==> src/rtl/aib_tx_predriver.sv <==
// aib_tx_predriver: crowbar-free pad pre-driver FSM with strength and weak-pull control (AIB_TX_DEADTIME_EN adds the dead time)
module aib_tx_predriver #(
    parameter int DEAD_CYCLES = 2
) (
    input  logic       CLK,
    input  logic       RST,
    input  logic       TX_OE,
    input  logic       TX_DATA,
    input  logic       STR_REQ,
    input  logic [2:0] STR_CODE,
    output logic       STR_ACK,
    input  logic       WPU_EN,
    input  logic       WPD_EN,
    output logic       PDRV,
    output logic       NDRV,
    output logic [2:0] C_PDRV,
    output logic [2:0] C_NDRV,
    output logic       C_PU,
    output logic       C_PD,
    output logic       BUSY
);
    typedef enum logic [1:0] {OFF, HI, LO, DEAD} state_t;
    state_t state, nxt;
    logic [3:0] cnt, cnt_nxt;
    logic str_ok, str_held, fire;
    always_comb begin
        nxt = state;
        cnt_nxt = (cnt != 4'd0) ? cnt - 4'd1 : 4'd0;
        if (!TX_OE) begin
            nxt = OFF;
            cnt_nxt = 4'd0;
        end else begin
            case (state)
                OFF: nxt = TX_DATA ? HI : LO;
                HI, LO: if (TX_DATA != (state == HI)) begin
                    cnt_nxt = 4'(DEAD_CYCLES - 1);
`ifdef AIB_TX_DEADTIME_EN
                    nxt = DEAD;
`else
                    nxt = TX_DATA ? HI : LO;
`endif
                end
`ifdef AIB_TX_DEADTIME_EN
                DEAD: if (cnt == 4'd0) nxt = TX_DATA ? HI : LO;
`endif
                default: nxt = OFF;
            endcase
        end
    end
`ifdef AIB_TX_DEADTIME_EN
    assign str_ok = (state == OFF) || (state == DEAD);
`else
    assign str_ok = (state == OFF);
`endif
    // one ack per request level: the requester must drop STR_REQ before another is taken
    assign fire = STR_REQ && str_ok && !str_held;
    always_ff @(posedge CLK) begin
        if (RST) begin
            state    <= OFF;
            cnt      <= 4'd0;
            PDRV     <= 1'b1;
            NDRV     <= 1'b0;
            BUSY     <= 1'b0;
            STR_ACK  <= 1'b0;
            str_held <= 1'b0;
            C_PDRV   <= 3'b111;
            C_NDRV   <= 3'b111;
            C_PU     <= 1'b1;
            C_PD     <= 1'b0;
        end else begin
            state    <= nxt;
            cnt      <= cnt_nxt;
            PDRV     <= (nxt != HI);
            NDRV     <= (nxt == LO);
            BUSY     <= (nxt != OFF);
            STR_ACK  <= fire;
            str_held <= STR_REQ && (str_held || fire);
            C_PDRV   <= fire ? STR_CODE : C_PDRV;
            C_NDRV   <= fire ? STR_CODE : C_NDRV;
            C_PU     <= ~(WPU_EN & ~WPD_EN);
            C_PD     <= WPD_EN & ~WPU_EN;
        end
    end
endmodule

==> config.mk <==
export PLATFORM = sky130hd
export DESIGN_NAME = aib_tx_predriver
export DESIGN_NICKNAME = d
export VERILOG_FILES = /design/src/rtl/aib_tx_predriver.sv
export SDC_FILE = /design/constraint.sdc
export NUM_CORES = 1
export LEC_CHECK = 0
export ABC_CLOCK_PERIOD_IN_PS = 2300
export BUFFER_PORTS_ARGS = -buffer_cell sky130_fd_sc_hd__buf_2
export CAP_MARGIN = 20
export CORE_AREA = 2 2 39 41
export CTS_BUF_LIST = sky130_fd_sc_hd__clkbuf_4 sky130_fd_sc_hd__clkbuf_8
export CTS_CLUSTER_SIZE = 40
export DETAILED_ROUTE_END_ITERATION = 6
export DIE_AREA = 0 0 41 43
export PLACE_DENSITY = 0.66
export SYNTH_ARGS = -nofsm -noshare
export SYNTH_HDL_FRONTEND = slang
export SYNTH_SLANG_ARGS = --single-unit
==> constraint.sdc <==
create_clock -name CLK -period 2.3 [get_ports CLK]
set_input_delay 0.115 -clock CLK [delete_from_list [all_inputs] [get_ports CLK]]
set_output_delay 0.115 -clock CLK [all_outputs]
set_load 0.02 [all_outputs]
==> impl_metrics.json <==
{
  "netlist_top_cells_area": "dfxtp_1 48%, ha_1 7.5%, a211o_2 6.0%",
  "max_stage_delay_ps": 370,
  "cts_inserted_buffers": 3,
  "grt_pass1_wl_microns": 1200,
  "crit_type": "flip-flop to flip-flop",
  "nets": 85,
  "worst_pin_slew_ps": 256,
  "crit_cells": 6,
  "place_congestion": 0.699,
  "path_max_fanout": 4,
  "clkTransAtPathRegs_ps": 80,
  "fmax_ghz": 0.641,
  "nFillCells": 131,
  "ys.flop_type": "dfxtp_1",
  "rows": 14,
  "dp_hpwl_microns": 620,
  "power.leakage_nw": 0.298,
  "cts.path.max_buffers": 2,
  "finalMaxSlewViolations": 0,
  "drt_iter0_drc": 6,
  "min_from": "WPU_EN",
  "synth_compound_area_share_pct": 11.5,
  "fin_skew_ps": 2.36,
  "htreeDepth": 1,
  "first_global_vias": 304,
  "r2r_slack_ps": 740,
  "cap_violations": 0,
  "regToRegEndpoint": "PDRV",
  "synthMuxAreaShare_pct": 0,
  "holdBufCountCts": 0,
  "synth-simple-area-share_pct": 21.6,
  "vias": 388,
  "critPathRequiredTime_ps": 2450,
  "synthArstFlopShare_pct": 0,
  "synth-xor-area-share_pct": 0,
  "yosysTopAreaCell": "dfxtp_1",
  "synth.avg_cell_area_sq_um": 10.2,
  "hp-class": "input pin to flip-flop",
  "synth_fa_ha_area_share_pct": 9.77,
  "drc": 0,
  "cpLargestDelayFamily": "simple AND/OR/NAND/NOR gates",
  "antenna_found_initial": 0,
  "wirelength_microns": 786,
  "first_pass_iters": 2,
  "synth_seq_cells": 12,
  "power.total_mw": 0.475,
  "period_share_pct": 67.9,
  "insertion_delay_ps": 270,
  "avgViaCountPerCell": 4.46,
  "syn-num-nets": 62,
  "ys_types": 18,
  "core_area_sq_um": 1380,
  "netlist_instances": 49,
  "ant_nets": 0,
  "clock_sinks": 12,
  "die_h_microns": 43,
  "cts_tree": "yes",
  "p_per_area_nw_per_um2": 744,
  "synthesis.area_sq_um": 499,
  "io_buffers": 21,
  "areaGrowthSynthToFinish_pct": 27.8,
  "cts_setup_buffers": 0,
  "ys_seq_area_share_pct": 48.1,
  "peakVddDrop_uv": 342,
  "fin_util_pct": 46.1,
  "yosysTopAreaCellShare_pct": 48.1,
  "outcome": "complete, no violations",
  "die_area_sq_um": 1760,
  "layout-drive-gt1-share_pct": 46.5,
  "synth_common_cells": "12 x dfxtp_1, 7 x nor2_1, 6 x inv_1",
  "yosysWarnings": 0,
  "slew_headroom_pct": 83.0,
  "critPathCapture": "PDRV",
  "worst-endpoint-arrival_ps": 1720,
  "worstPathCellList": "inv_1 -> ha_1 -> nor2_1 -> o21ai_1 -> a21oi_1 -> or3b_1",
  "synth_edf_count": 0,
  "critPathLaunchType": "flip-flop",
  "grt.overflow.total": 0,
  "hold_violations": 0,
  "rsz0062_at_grt": "no",
  "worstSetupEndpointType": "flip-flop",
  "grt.total_usage_pct": 10.2,
  "setup_viol": 0,
  "cts_resized": 0,
  "dieWidth_microns": 41,
  "final.setup.tns_ps": 0,
  "grt_start_max_net_pins": 9,
  "cp_num_buf_inv": 1,
  "r2r_start": "state[1]",
  "r2r_cells": 6,
  "synth.most_common_cell": "dfxtp_1",
  "initial_core_util_pct": 36.1,
  "cts_root_buf": "clkbuf_4",
  "antenna_cells": 0,
  "critPathLaunch": "state[1]",
  "slowest_stage": "dfxtp_1",
  "synth_top_family_by_area": "simple AND/OR/NAND/NOR gates",
  "layout_min_cycle_time_ps": 1560,
  "ios": 22,
  "wl_per_cell_microns": 9.03
}
## worst reg2reg max path, stage by stage, from the launching register on
cell and delay [ps]:
dfxtp_1 370, inv_1 70, ha_1 210, nor2_1 120
o21ai_1 60, a21oi_1 250, or3b_1 360
## state kept, by name (all words and copies together), names as in the netlist
name      count
BUSY          1
C_NDRV        3
C_PD          1
C_PU          1
NDRV          1
PDRV          1
STR_ACK       1
state         2
str_held      1
## metrics by stage
step,setup slack [ps],instance area (sq um),cells,hold WS (ps)
floorplan,852,499,49,190
global placement,774,602,83,291
detailed placement,754,602,83,294
CTS,738,638,87,3.97
global route,566,638,87,5.72
finish,739,638,87,9.51
## area by class of cell
type	instances	area [sq um]	share of cell area [%]
repair buffers	21	105	16.5
multi-input cells	28	214	33.5
flip-flops and latches	12	240	37.6
well taps	16	20.0	3.14
inverters	6	22.5	3.53
clock buffers	4	36.3	5.69
## worst min-delay path by stage
stage                end  cells after the start  slack [ps]
finish              C_PD                      2          10
global route        C_PD                      2           6
CTS                 C_PD                      2           4
detailed placement  C_PD                      2         290
global placement    C_PD                      2         290
floorplan           C_PD                      1         190
## per-layer routing
layer | wire length (microns) | GRT usage (%) | vias up | part of all wire (%)
met5 | 0 | 0 | - | 0
li1 | - | - | 204 | -
met4 | 4 | 6.00 | 0 | 0.51
met1 | 373 | 12.3 | 166 | 47
met3 | 84 | 3.66 | 2 | 11
met2 | 324 | 14.7 | 16 | 41
## layout by cell type (no fill, tap or decap), drive strengths merged
cell | synthesis | final
ha | 3 | 3
a211o | 3 | 3
maj3 | 1 | 1
buf | 3 | 21
nor3b | 3 | 3
and4bb | 1 | 1
a21oi | 2 | 2
nor2b | 1 | 1
a22oi | 1 | 1
or3b | 3 | 3
nor2 | 7 | 7
nand2 | 1 | 1
inv | 6 | 6
nand3b | 1 | 1
dfxtp | 12 | 12
o21ai | 1 | 1
clkbuf | 0 | 4
## logic make-up after synthesis
| group | after synthesis |
|---|---|
| compound gates | 7 |
| fa+ha+maj | 4 |
| buf+inv | 9 |
| flops | 12 |
| simple gates | 17 |
## power by group
part,internal (mW),total (mW),switching [mW]
sequential,0.221,0.227,0.00625
combinational,0.0358,0.0818,0.0460
clock,0.0961,0.166,0.0698
total,0.353,0.475,0.122
Note: power is estimated with default switching activity, not from simulation.
